**config.mk**
```make
export PLATFORM = sky130hd
export DESIGN_NAME = write_port_arbiter
export DESIGN_NICKNAME = d
export VERILOG_FILES = /design/src/rtl/write_port_arbiter.sv
export SDC_FILE = /design/constraint.sdc
export NUM_CORES = 1
export LEC_CHECK = 0
export BUFFER_PORTS_ARGS = -buffer_cell sky130_fd_sc_hd__buf_2
export CORE_UTILIZATION = 50
export CTS_CLUSTER_DIAMETER = 150
export CTS_CLUSTER_SIZE = 30
export DETAILED_ROUTE_END_ITERATION = 12
export HOLD_SLACK_MARGIN = 0.05
export PLACE_DENSITY = 0.84
export SETUP_SLACK_MARGIN = 0.02
export SYNTH_ARGS = -nofsm -noshare
export SYNTH_HDL_FRONTEND = slang
export SYNTH_SLANG_ARGS = --single-unit
```
**constraint.sdc**
```tcl
create_clock -name clk -period 5.7 [get_ports clk]
set_input_delay 0.855 -clock clk [delete_from_list [all_inputs] [get_ports clk]]
set_output_delay 0.855 -clock clk [all_outputs]
set_load 0.005 [all_outputs]
```
**src/rtl/write_port_arbiter.sv**
```systemverilog
// Round-robin packet arbiter feeding the write-path channel selecter; holds one port for a whole packet.
// First beat one cycle after a request is seen; ds_ready low stalls the beat with owner, count and state held.
module write_port_arbiter #(
  parameter int num_of_ports = 16,
  parameter int len_width    = 6
) (
  input  logic                              clk,
  input  logic                              rst,
  input  logic [num_of_ports-1:0]           req,
  input  logic [num_of_ports*len_width-1:0] req_len,
  input  logic                              ds_ready,
  output logic [3:0]                        select,
  output logic                              enable,
  output logic [num_of_ports-1:0]           grant,
  output logic                              last,
  output logic                              busy
);

  typedef enum logic {IDLE, XFER} state_t;

  state_t               state, state_nxt;
  logic [3:0]           rr_ptr, rr_ptr_nxt;
  logic [3:0]           select_nxt;
  logic [len_width-1:0] cnt, cnt_nxt;
  logic [3:0]           winner;
  logic                 req_any;
  logic [len_width-1:0] winner_len;

  // Scan upward from rr_ptr; the 4-bit add wraps 15 -> 0.
  always_comb begin
    logic [3:0] idx;
    winner  = '0;
    req_any = 1'b0;
    idx     = '0;
    for (int i = 0; i < num_of_ports; i++) begin
      idx = rr_ptr + 4'(i);
      if (!req_any && req[idx]) begin
        winner  = idx;
        req_any = 1'b1;
      end
    end
  end

  assign winner_len = req_len[int'(winner)*len_width +: len_width];

  always_ff @(posedge clk) begin
    if (rst) begin
      state  <= IDLE;
      rr_ptr <= '0;
      cnt    <= '0;
      select <= '0;
    end else begin
      state  <= state_nxt;
      rr_ptr <= rr_ptr_nxt;
      cnt    <= cnt_nxt;
      select <= select_nxt;
    end
  end

  always_comb begin
    state_nxt  = state;
    rr_ptr_nxt = rr_ptr;
    cnt_nxt    = cnt;
    select_nxt = select;
    busy       = (state == XFER);
    enable     = (state == XFER) && ds_ready;
    last       = enable && (cnt == '0);
    grant      = '0;
    if (enable) grant[select] = 1'b1;

    case (state)
      IDLE: begin
        if (req_any) begin
          select_nxt = winner;
          cnt_nxt    = winner_len;
          state_nxt  = XFER;
        end
      end
      XFER: begin
        // Just-served port drops to lowest priority for the next scan.
        if (enable) begin
          if (cnt == '0) begin
            state_nxt  = IDLE;
            rr_ptr_nxt = select + 4'd1;
          end else begin
            cnt_nxt = cnt - len_width'(1);
          end
        end
      end
      default: state_nxt = IDLE;
    endcase
  end

endmodule
```
==> results of run 1 <==
[cell type report]
cell class                      count  share of cell area (%)
Multi-Input combinational cell    716                    77.2
Clock inverter                      1                   0.111
Clock buffer                        3                    1.11
Inverter                           20                    1.11
Timing Repair Buffer              165                    13.3
Tap cell                          143                    2.65
Sequential cell                    15                    4.51
[power by group through the flow]
stage	Clock [mW]	Sequential, mW	Combinational [mW]
6_report	0.141	0.196	2.24
4_1_cts	0.140	0.193	2.16
3_3_place_gp	0	0.191	2.11
2_1_floorplan	0	0.168	1.66
3_5_place_dp	0	0.194	2.14
5_1_grt	0.145	0.203	2.40
[repair_timing]
item | CTS | global route
resized for setup | 0 | 1
setup buffers | 0 | 0
setup endpoints to repair | 0 | 3
[cells in the final DEF, fill, tap and decap left out, drive strengths merged, types with 13 or more instances in the layout]
cell | netlist | final
nand3 | 51 | 51
nand2 | 120 | 120
dfxtp | 15 | 15
mux2i | 51 | 51
a31oi | 24 | 24
buf | 39 | 165
nor3 | 28 | 28
nor2 | 65 | 65
inv | 19 | 19
a211oi | 14 | 14
o21ai | 42 | 42
mux4 | 33 | 33
o221ai | 13 | 13
a21oi | 57 | 57
o22ai | 22 | 22
mux2 | 32 | 32
[worst reg2reg max path: cells and delay by family, from the launching register on]
kind | cells | cell delay (ns)
buffers and inverters | 1 | 0.06
AO/OA/AOI/OAI | 5 | 1.51
AND/OR/NAND/NOR | 4 | 1.12
multiplexers | 4 | 1.62
adder cells (fa/ha/maj) | 1 | 0.55
flip-flops | 1 | 0.47
[flip-flops by register name, summed over array words and instances, names as in the netlist]
| signal | cells |
|---|---|
| busy | 1 |
| cnt | 6 |
| select | 4 |
| rr_ptr | 4 |
[worst max-delay path by stage]
stage	endpoint	slack, ns	depth (start not counted)
after global routing	cnt[4]	0.02	15
after global placement	cnt[4]	0.38	15
after floorplan	cnt[4]	0.39	21
final	cnt[4]	0.23	15
after CTS	cnt[4]	0.20	15
after detailed placement	cnt[4]	0.22	15
[per-stage QoR]
step                utilization [%]  cell area (um^2)  setup WS, ns  instances
global route                   58.8              6740        0.0180       1063
global placement               58.0              6650         0.382       1058
detailed placement             58.0              6650         0.223       1058
floorplan                         -              5890         0.394        814
CTS                            58.7              6730         0.199       1062
finish                         58.8              6740         0.227       1063
[kinds of logic (layout without fill, tap and decap cells)]
family | after synthesis | in the layout | share of synthesized area (%)
AO/OA/AOI/OAI | 251 | 252 | 29.5
AND/OR/NAND/NOR | 323 | 323 | 26.4
buffers and inverters | 84 | 189 | 6.94
flip-flops | 15 | 15 | 5.09
adder cells (fa/ha/maj) | 12 | 12 | 2.55
multiplexers | 116 | 116 | 27.6
XOR/XNOR | 13 | 13 | 1.93
[per-layer routing]
metal | GRT usage [%] | part of all wire, % | vias to the layer above
met2 | 50.9 | 46 | 544
met1 | 43.0 | 38 | 3428
met5 | 0 | 0 | -
li1 | - | - | 3338
met4 | 13.3 | 4.5 | 0
met3 | 4.88 | 11 | 92
==> results.txt, run 1 <==
Worst path top cell family by delay: multiplexers
DRT Pass-1 Iters: 6
Seq/Total Area, Yosys: 5.09%
Sw frac: 57.1%
Worst Setup End Kind: flip-flop
Final estimated routing congestion in global placement: 0.973
Worst-path clk slew: 0.05 ns
Die footprint: 12200 um^2
Worst setup path category: reg2reg
Hold path cells: 1
Io pins: 138
Power Internal: 1.11 mW
Max incr delay on CP: 0.59 ns
Remaining Overflow, GRT: 0
Flop-to-flop setup slack: 0.23 ns
Yosys reg bits: 15
Worst Setup SP: rr_ptr[0]
Mapped Cells: 814
Syn_nets: 941
Static Leak: 2.71 nW
Synth Area per Inst: 7.24 um^2
Worst Path Arrival: 5.60 ns
Crit path time final: 5.47 ns
Seq pwr share: 7.6%
Final setup viols: 0
Max Root-Sink Buffers: 2
Synth top area share: 12.6%
Multi-input gate area: 5210 um^2
Root Buffer: clkbuf_16
Layout cells sized above 1: 27.9%
Post-synth EDFFs: 0
Reg2reg end: cnt[4]
Top-count cell post-synth: nand2_1
TritonCTS Sinks: 15
Number of port buffers: 137
Initial antenna violation count: 0
Worst Path Required: 5.82 ns
Netlist Area Pre-Place: 5890 um^2
Psw: 1.47 mW
Worst Path Buf+Inv: 1
Worst-Skew Late Latency: 0.25 ns
R2R Path Start: rr_ptr[0]
Fin crit share: 96.0%
Total negative slack: 0 ns
Most frequent cells after synthesis: 118 x nand2_1, 65 x nor2_1, 55 x a21oi_1
Core Area: 11500 um^2
Hold EP: rr_ptr[0]
Die Y: 111 um
Wire length per cell: 19.4 um
Outcome: finished clean
Residual DRC: 0
Max-cap violations: 0
Max Fclk: 183 MHz
Fin Clk Skew: 0.000487 ns
Synth Warn #: 0
Startpoint types: flip-flop
NumNets Final: 1048
TritonCTS clock tree: yes
# diodes: 0
Most used flip-flop cell after synthesis: dfxtp_1
Slew of the pin with the lowest slew margin: 0.970 ns
Cell accounting for the most synthesized area: mux4_2
R2R depth: 15
P&R area growth vs syn: 14.4%
DR vias: 7402
PwrDens: 382 nW/um^2
Hold path start: select[0]
Avg Vias per Cell: 6.96
Fillers: 999
Dpl hpwl: 15.4 mm
CTS HTree Levels: 1
Max VDD drop: 0.207 mV
Initial core utilization: 51.4%
Cell-by-cell trace of the critical path: inv_2, ha_1, mux4_2, mux2_2, mux2_2, nand3b_4, nor4_4, nand2_1, o31ai_4, o21a_4, mux2_1, a211o_1, and3_1, a211oi_2, a211oi_2
Antenna-violating nets left: 0
Die X-Extent: 111 um
Row cnt: 39
Post-CTS Hold Fix Bufs: 0
Count of cell types in the netlist: 86
Post-synthesis async set-or-reset flop share: 0%
First-pass GRT wire length: 32.7 mm
CP Max Fanout: 16
Overall power: 2.57 mW
HP Class: reg2reg
Ranking of synthesized cells by area: mux4_2 13%, mux2i_1 8.2%, nand2_1 7.5%, dfxtp_1 5.1%, a21oi_1 4.7%
Hold Slack: 0.608 ns
FF+latch area: 304 um^2
Total wire length: 20.6 mm
RSZ-0062 raised after global routing: true
Total CTS buffers: 3
Clock power frac: 5.5%
CP max stage cell: mux4_2
Final hold viol count: 0
Largest net degree at the start of global routing: 98
Drt initial violations: 1016
Fin. max-slew vios: 0
Slew margin rel.: 35.3%
Overall global routing resource usage: 32.0%
Gate power share: 86.9%
Vias in the first global route: 6346
No activity file was read; power rests on OpenSTA's default activity.
==> run 2: changes to the inputs <==
--- a/config.mk
+++ b/config.mk
@@ -6,13 +6,13 @@
 export NUM_CORES = 1
 export LEC_CHECK = 0
 export BUFFER_PORTS_ARGS = -buffer_cell sky130_fd_sc_hd__buf_2
+export CORE_MARGIN = 4
 export CORE_UTILIZATION = 50
 export CTS_CLUSTER_DIAMETER = 150
 export CTS_CLUSTER_SIZE = 30
 export DETAILED_ROUTE_END_ITERATION = 12
 export HOLD_SLACK_MARGIN = 0.05
 export PLACE_DENSITY = 0.84
-export SETUP_SLACK_MARGIN = 0.02
 export SYNTH_ARGS = -nofsm -noshare
 export SYNTH_HDL_FRONTEND = slang
 export SYNTH_SLANG_ARGS = --single-unit
==> run 2 against run 1 <==
- sequential power increased by 4%
- design area increased by 0.17%
- clock skew increased by 0.0031 ns
- critical path depth unchanged
- first-iteration DRC count increased by 2.5%
- via count decreased by 0.45%
- critical path type unchanged
- critical endpoint is now cnt[2]
- largest cell class unchanged
==> results.txt, run 2 (same netlist as run 1, synthesis figures left out) <==
DRT Pass-1 Iters: 5 (-1)
Worst path top cell family by delay: multiplexers
Fin Clk Skew: 0.00358 ns (+0.00309 ns)
Most common cell after layout, fill and taps aside: buf_2
Post-CTS Hold Fix Bufs: 0 (unchanged)
Layout cells sized above 1: 28.2% (+0.30 points)
Max reg flops: 6 (unchanged)
Biggest register: cnt
Startpoint types: flip-flop
Final hold viol count: 0 (unchanged)
NumNets Final: 1049 (+0.095%)
Crit path time final: 5.43 ns (-0.0467 ns)
Largest net degree at the start of global routing: 52 (-47%)
Final estimated routing congestion in global placement: 1.04 (+7.1%)
Remaining Overflow, GRT: 0 (unchanged)
Design area: 6760 um^2 (+0.17%)
Static Leak: 2.71 nW (+0.16%)
Worst Setup End Kind: flip-flop
Power Internal: 1.12 mW (+1.5%)
R2R Path Start: rr_ptr[0]
Max VDD drop: 0.219 mV (+6.0%)
Root Buffer: clkbuf_16
Avg Vias per Cell: 6.93 (-0.54%)
Cell Area, Placed: 6660 um^2 (+0.23%)
Gate power share: 86.6% (-0.3 points)
TritonCTS clock tree: yes
Die X-Extent: 117 um (+5.4%)
Number of port buffers: 137 (unchanged)
Max Fclk: 184 MHz (+0.86%)
Drt initial violations: 1041 (+2.5%)
Leading registers by flop count: cnt: 6 flops, rr_ptr: 4 flops, select: 4 flops
Worst-Skew Late Latency: 0.25 ns (about the same)
Vias in the first global route: 6491 (+2.3%)
Core Area: 11500 um^2 (unchanged)
CP max stage cell: mux4_2
Clock power frac: 5.5% (about the same)
Crit-path most repeated cell: mux2_2
Overall global routing resource usage: 29.9% (-2.1 points)
Residual DRC: 0 (unchanged)
DR vias: 7369 (-0.45%)
Worst setup path category: reg2reg
Total wire length: 21.3 mm (+3.0%)
Commonest non-fill, non-tap cells in the layout: 137 x buf_2, 118 x nand2_1, 64 x nor2_1
HP Class: reg2reg
Wire length per cell: 20.0 um (+2.9%)
P&R area growth vs syn: 14.6%
Worst Path Buf+Inv: 1 (unchanged)
TritonCTS Sinks: 15 (unchanged)
Die Y: 117 um (+5.4%)
Die footprint: 13600 um^2 (+11%)
Total negative slack: 0 ns (unchanged)
Worst Path Required: 5.83 ns (about the same)
Seq pwr share: 7.9% (+0.3 points)
PwrDens: 382 nW/um^2 (about the same)
First-pass GRT wire length: 33.2 mm (+1.5%)
Total CTS buffers: 3 (unchanged)
Fin crit share: 95.2% (-0.82 points)
Outcome: finished clean
Worst Path Arrival: 5.55 ns (-0.05 ns)
Slew of the pin with the lowest slew margin: 0.769 ns (-0.201 ns)
Sw frac: 56.5% (-0.59 points)
Worst Setup SP: rr_ptr[0]
Dpl hpwl: 16.2 mm (+5.2%)
Final setup viols: 0 (unchanged)
RSZ-0062 raised after global routing: false
# diodes: 0 (unchanged)
Psw: 1.46 mW (-0.92%)
Cell-by-cell trace of the critical path: inv_2, ha_2, mux4_2, mux2_2, mux2_2, nand3b_4, nor4_4, nand2_1, o31ai_4, o21a_4, mux2_1, a211o_1, and3_1, a211oi_1, a21oi_1
Row cnt: 39 (unchanged)
Hold path start: cnt[1]
Io pins: 138 (unchanged)
Slew margin rel.: 48.4% (+13 points)
Initial antenna violation count: 0 (unchanged)
Antenna-violating nets left: 0 (unchanged)
Max-cap violations: 0 (unchanged)
Max incr delay on CP: 0.57 ns (-0.02 ns)
Worst-path clk slew: 0.05 ns (about the same)
CTS HTree Levels: 1 (unchanged)
Fin. max-slew vios: 0 (unchanged)
CP Max Fanout: 23 (+7)
Initial core utilization: 51.4% (unchanged)
Max Root-Sink Buffers: 2 (unchanged)
## run 2: power by group through the flow
stage / Clock, mW / Sequential, mW / Combinational (mW)
after global placement: 0 / 0.199 / 2.13
final: 0.143 / 0.203 / 2.23
after global routing: 0.147 / 0.208 / 2.41
after CTS: 0.143 / 0.200 / 2.17
after detailed placement: 0 / 0.201 / 2.16
after floorplan: 0 / 0.168 / 1.66
## run 2: layout make-up
class / instances / area, um^2
clock inverter: 1 / 7.51
fill: 1031 / 4710
sequential: 15 / 304
timing repair buffer: 167 / 911
multi-input combinational: 715 / 5200
tap: 143 / 179
inverter: 20 / 75.1
clock buffer: 3 / 75.1
## run 2: through the flow
stage	hold slack, ns	setup WS [ns]	cells	power, mW	util (%)
after floorplan	0.551	0.394	814	1.83	-
after global placement	0.597	0.381	1060	2.32	58.1
after detailed placement	0.607	0.173	1060	2.36	58.1
after CTS	0.616	0.167	1064	2.51	58.8
after global routing	0.639	0.0729	1064	2.76	58.9
final	0.628	0.274	1064	2.58	58.9
## run 2: final timing paths
kind / cells past startpoint / endpoint / slack, ns
worst min-delay path: 2 / cnt[1] / 0.63
worst max-delay path: 15 / cnt[2] / 0.27
worst min register to register: 2 / cnt[1] / 0.63
worst max register to register: 15 / cnt[2] / 0.27
## run 2: per-layer routing
layer | vias to the layer above | track usage [%] | wire (um)
li1 | 3346 | - | -
met1 | 3405 | 40.2 | 8070
met2 | 529 | 49.1 | 10000
met3 | 89 | 4.35 | 2400
met4 | 0 | 10.4 | 791
met5 | - | 0 | 0
## run 2: what timing repair did
item                                   4_1_cts  5_1_grt
endpoints found under the hold margin        0        0
gates resized for setup                      0        3
setup endpoints to repair                    0        4
setup buffers                                0        0
## run 2: worst min-delay path: stages, from the launching register on
cell     delay (ns)
dfxtp_1        0.34
a21oi_1        0.14
a41oi_1        0.10
